$ cat config.mk
export PLATFORM = sky130hd
export DESIGN_NAME = sort4_arbiter
export DESIGN_NICKNAME = d
export VERILOG_FILES = /design/src/rtl/sort4_arbiter.sv
export SDC_FILE = /design/constraint.sdc
export NUM_CORES = 1
export LEC_CHECK = 0
export ABC_AREA = 1
export ABC_CLOCK_PERIOD_IN_PS = 1700
export BUFFER_PORTS_ARGS = -buffer_cell sky130_fd_sc_hd__buf_2
export CAP_MARGIN = 10
export CORE_AREA = 3 3 257 259
export DETAILED_ROUTE_END_ITERATION = 8
export DIE_AREA = 0 0 260 262
export RECOVER_POWER = 50
export SLEW_MARGIN = 20
export SYNTH_ARGS = -nofsm -noshare
export SYNTH_HDL_FRONTEND = slang
export SYNTH_SLANG_ARGS = --single-unit
$ cat constraint.sdc
create_clock -name clk -period 1.7 [get_ports clk]
set_clock_uncertainty 0.2 [all_clocks]
set_input_delay 0.255 -clock clk [delete_from_list [all_inputs] [get_ports clk]]
set_output_delay 0.255 -clock clk [all_outputs]
set_load 0.01 [all_outputs]
$ cat src/rtl/sort4_arbiter.sv
// Two-requester round-robin front end for an external 4-input sort network.
// Accepted vectors are routed through the network and registered for one cycle.
module sort4_arbiter #(
    parameter int DATA_WIDTH = 32,
    parameter int CNT_WIDTH  = 16
) (
    input  logic                      clk,
    input  logic                      rst,
    input  logic                      req0_valid,
    output logic                      req0_ready,
    input  logic [4*DATA_WIDTH-1:0]   req0_data,
    input  logic                      req1_valid,
    output logic                      req1_ready,
    input  logic [4*DATA_WIDTH-1:0]   req1_data,
    output logic [DATA_WIDTH-1:0]     net_data_0,
    output logic [DATA_WIDTH-1:0]     net_data_1,
    output logic [DATA_WIDTH-1:0]     net_data_2,
    output logic [DATA_WIDTH-1:0]     net_data_3,
    input  logic [DATA_WIDTH-1:0]     net_sort_0,
    input  logic [DATA_WIDTH-1:0]     net_sort_1,
    input  logic [DATA_WIDTH-1:0]     net_sort_2,
    input  logic [DATA_WIDTH-1:0]     net_sort_3,
    output logic                      out_valid,
    input  logic                      out_ready,
    output logic                      out_id,
    output logic [4*DATA_WIDTH-1:0]   out_sort,
    output logic [CNT_WIDTH-1:0]      done_count
);

    logic                    last_grant;
    logic                    slot_free;
    logic                    gnt0_p0;
    logic                    gnt1_p0;
    logic [4*DATA_WIDTH-1:0] sel_data_p0;
    logic                    vld_p1;
    logic                    id_p1;
    logic [4*DATA_WIDTH-1:0] sort_p1;
    logic [CNT_WIDTH-1:0]    cnt_p1;

    // Stage p0: grant and operand routing into the external network
    always_comb begin
        slot_free   = !vld_p1 || out_ready;
        gnt0_p0     = !rst && slot_free && req0_valid && (!req1_valid || last_grant);
        gnt1_p0     = !rst && slot_free && req1_valid && (!req0_valid || !last_grant);
        sel_data_p0 = '0;
        if (gnt0_p0) begin
            sel_data_p0 = req0_data;
        end else if (gnt1_p0) begin
            sel_data_p0 = req1_data;
        end
    end

    assign req0_ready = gnt0_p0;
    assign req1_ready = gnt1_p0;
    assign net_data_0 = sel_data_p0[DATA_WIDTH*0 +: DATA_WIDTH];
    assign net_data_1 = sel_data_p0[DATA_WIDTH*1 +: DATA_WIDTH];
    assign net_data_2 = sel_data_p0[DATA_WIDTH*2 +: DATA_WIDTH];
    assign net_data_3 = sel_data_p0[DATA_WIDTH*3 +: DATA_WIDTH];

    // Stage p1: registered result slot and completion counter
    always_ff @(posedge clk) begin
        if (rst) begin
            vld_p1     <= 1'b0;
            id_p1      <= 1'b0;
            sort_p1    <= '0;
            cnt_p1     <= '0;
            last_grant <= 1'b1;
        end else begin
            if (gnt0_p0 || gnt1_p0) begin
                sort_p1    <= {net_sort_3, net_sort_2, net_sort_1, net_sort_0};
                id_p1      <= gnt1_p0;
                last_grant <= gnt1_p0;
                vld_p1     <= 1'b1;
            end else if (out_ready) begin
                vld_p1 <= 1'b0;
            end
            if (vld_p1 && out_ready) begin
                cnt_p1 <= cnt_p1 + CNT_WIDTH'(1);
            end
        end
    end

    assign out_valid  = vld_p1;
    assign out_id     = id_p1;
    assign out_sort   = sort_p1;
    assign done_count = cnt_p1;

endmodule
==> results.md <==
- Status: finished, violations left
- Violated checks: antenna violations, negative setup slack
- Seq/Total Area, Yosys: 43.1%
- Syn Inst Count: about 860
- Initial antenna violation count: 123
- Initial drt markers: 605
- Setup WS post-layout: -0.620 ns
- Cells along the critical path: nand2_2, nand2_2, nand2_4, clkinv_8, buf_12, clkbuf_16, a22o_1, buf_2
- Ys flop type: dfxtp_1
- Met3 wire len: 5000 um
- WL met2: 38400 um
- Die outline width: 260 um
- Final GP Congestion: 0.982
- Metal-1 WL: approximately 22000 um
- EDFF count, synth: 0
- Worst-path maximum fanout: 6
- First drt pass iteration count: 4
- Post-route setup TNS: -93.87 ns
- Fmax: 431 MHz
- # nets final: roughly 2100
- # setup viols final: 259
- # rows: 93
- Initial Util: 10.6%
- Max stage delay on crit path: 0.34 ns
- DRT Wirelength: 70900 um
- Commonest non-fill, non-tap cells in the layout: buf_2, nor2_1, dfxtp_1
- Worst slack at placement: -0.309 ns
- Number of global-route vias before repair: 9544
- Largest net degree at the start of global routing: 50
- Syn Nets: 1247
- Most common cell after layout, fill and taps aside: buf_2
- Die Y: 262 um
- Via-to-Cell Ratio: roughly 3.9
- Worst Setup SP: last_grant$_SDFFE_PP1P_
- CTS root buf: clkbuf_16
- Max cap viols: 0
- Power per cell area: 787 nW/um2
- Post-synth ARST share: 0%
- Post-DRT Antenna Nets: 2
- # DRC: 0
- Final non-filler cell area: 15000 um2
- Via count: 10400
- Leakage: around 0.0071 uW
- HP Class: input port to flop
- Critical path startpoint category: flop
- Cell Area, Synth: 6820 um2
- Clk sinks: 147
- WHS: 0.183 ns
- Grt total ovfl: 0
- Buffers on Ports: 664
- Synthesized flop and latch total: approximately 150
- Share of layout cells above drive strength 1: roughly 48%
- Core footprint: between 60000 and 70000 um2
- Max-slew headroom: between 80 and 90%
- WS Path Type: flop to output port
- Worst-path clk slew: 0.07 ns
- Synthesis Warnings: 0
- Fillers: 7071
- Slew @ Worst Pin: 0.259 ns
- Unrepaired setup endpoints after global routing: yes
- RR Startpoint: last_grant$_SDFFE_PP1P_
- Arrival @ worst endpoint: 1.86 ns
- Slew Viols, Final: 0
- Syn Area/Cell: 7.96 um2
- Worst path required time: roughly 1.2 ns
- Maximum clock path buffer count: 2
- Synth cell types: 29
- I/O Pins: 665
- Hpwl dp: 56300 um
- Average wire per standard cell: around 27 um
- Worst Setup End Kind: output port
- Num CTS Buffers: 17
- CTS tree: built
- Total Die Area: about 70000 um2
- Placed cell area: ~11000 um2
- Clk_lat worst skew: 0.48 ns
- First-pass GRT wire length: 84100 um
- Period utilisation layout: 136%
- Area Growth Syn to Fin: 120%
- Final hold violations: 0
- Tmin final: 2.32 ns
- Top sig layer: met5
- GRT Total Usage: 19.0%
- H-tree levels: 4
- Slowest-stage cell, CP: dfxtp_2
- Worst vdd ir: 741 uV
- Worst hold start: out_ready
- Storage cell area: roughly 3000 um2
- Multi-input combinational cell area: 3540 um2
- Most used cell, CP: nand2_2
-- through the flow --
step	instances	power, uW	utilization [%]
2_1_floorplan	857	5320	-
3_5_place_dp	2375	6930	17.8
6_report	2646	11800	23.4
5_1_grt	2618	12400	23.3
4_1_cts	2556	11600	22.0
3_3_place_gp	2375	6920	17.8
-- registers in the layout (all words and copies together), names as in the netlist --
name        count
out_sort      128
done_count     16
last_grant      1
out_id          1
out_valid       1
-- metal layers --
layer | vias up | global-route usage [%]
met4 | 6 | 12.1
met5 | - | 0
li1 | 4742 | -
met1 | 4726 | 16.6
met2 | 693 | 37.5
met3 | 240 | 5.55
-- area by class of cell --
class,count,share of cell area (%)
Timing Repair Buffer,910,44.0
Tap cell,855,7.12
Multi-Input combinational cell,617,23.6
Clock inverter,15,0.983
Antenna cell,63,1.05
Clock buffer,17,2.83
Inverter,22,0.816
Sequential cell,147,19.6
-- repair_timing --
item / 4_1_cts / 5_1_grt
resized for setup: 118 / 154
buffers inserted: 9 / 17
hold buffers: 130 / 0
hold endpoints to repair: 132 / 0
pin swaps: 12 / 38
endpoints found under the setup margin: 252 / 263
gates cloned: 10 / 14
-- worst max-delay path: cells and delay by family, from the launching register on --
| family | cells | cell delay [ns] |
|---|---|---|
| compound gates | 1 | 0.21 |
| flops | 1 | 0.34 |
| buf+inv | 4 | 0.59 |
| simple gates | 3 | 0.23 |
-- worst paths after layout --
path | endpoint | depth (start not counted) | slack, ns
setup / recovery | net_data_2[11] | 8 | -0.62
setup reg to reg | out_sort[120]$_SDFFE_PP0P_ | 10 | -0.28
hold / removal | done_count[0]$_SDFFE_PP0P_ | 4 | 0.18
hold reg to reg | out_id$_SDFFE_PP0P_ | 2 | 0.27
-- logic make-up (layout without fill, tap and decap cells) --
| family | Yosys count | count (layout) | synth area share (%) |
|---|---|---|---|
| adders and majority gates | 1 | 1 | 0.183 |
| and+or+nand+nor | 343 | 343 | 19.9 |
| DFF | 147 | 147 | 43.1 |
| other | 0 | 63 | 0 |
| xor gates and xnor gates | 1 | 1 | 0.128 |
| AOI/OAI and AO/OA | 272 | 272 | 27.2 |
| buffers and inverters | 93 | 964 | 9.48 |
-- report_power, final --
| group | leakage (uW) | switching, uW | internal [uW] |
|---|---|---|---|
| combinational | 0.00565 | 1980 | 2030 |
| sequential | 0.00122 | 179 | 3780 |
| clock | 0.000278 | 1800 | 2050 |
| total | 0.00714 | 3960 | 7860 |
-- Yosys cell counts (2+ instances only) --
cell | instances | area share [%]
a21oi_1 | 9 | 0.66
a22o_1 | 126 | 16
buf_2 | 7 | 0.51
buf_4 | 25 | 2.8
buf_6 | 26 | 4.3
clkbuf_1 | 12 | 0.66
dfxtp_1 | 147 | 43
inv_1 | 20 | 1.1
inv_2 | 2 | 0.11
nand2_1 | 41 | 2.3
nand2_4 | 3 | 0.50
nand3_1 | 10 | 0.73
nand4_1 | 3 | 0.28
nor2_1 | 280 | 15
o21ai_0 | 121 | 8.9
o21ai_1 | 12 | 0.88
No activity file was read; power rests on OpenSTA's default activity.
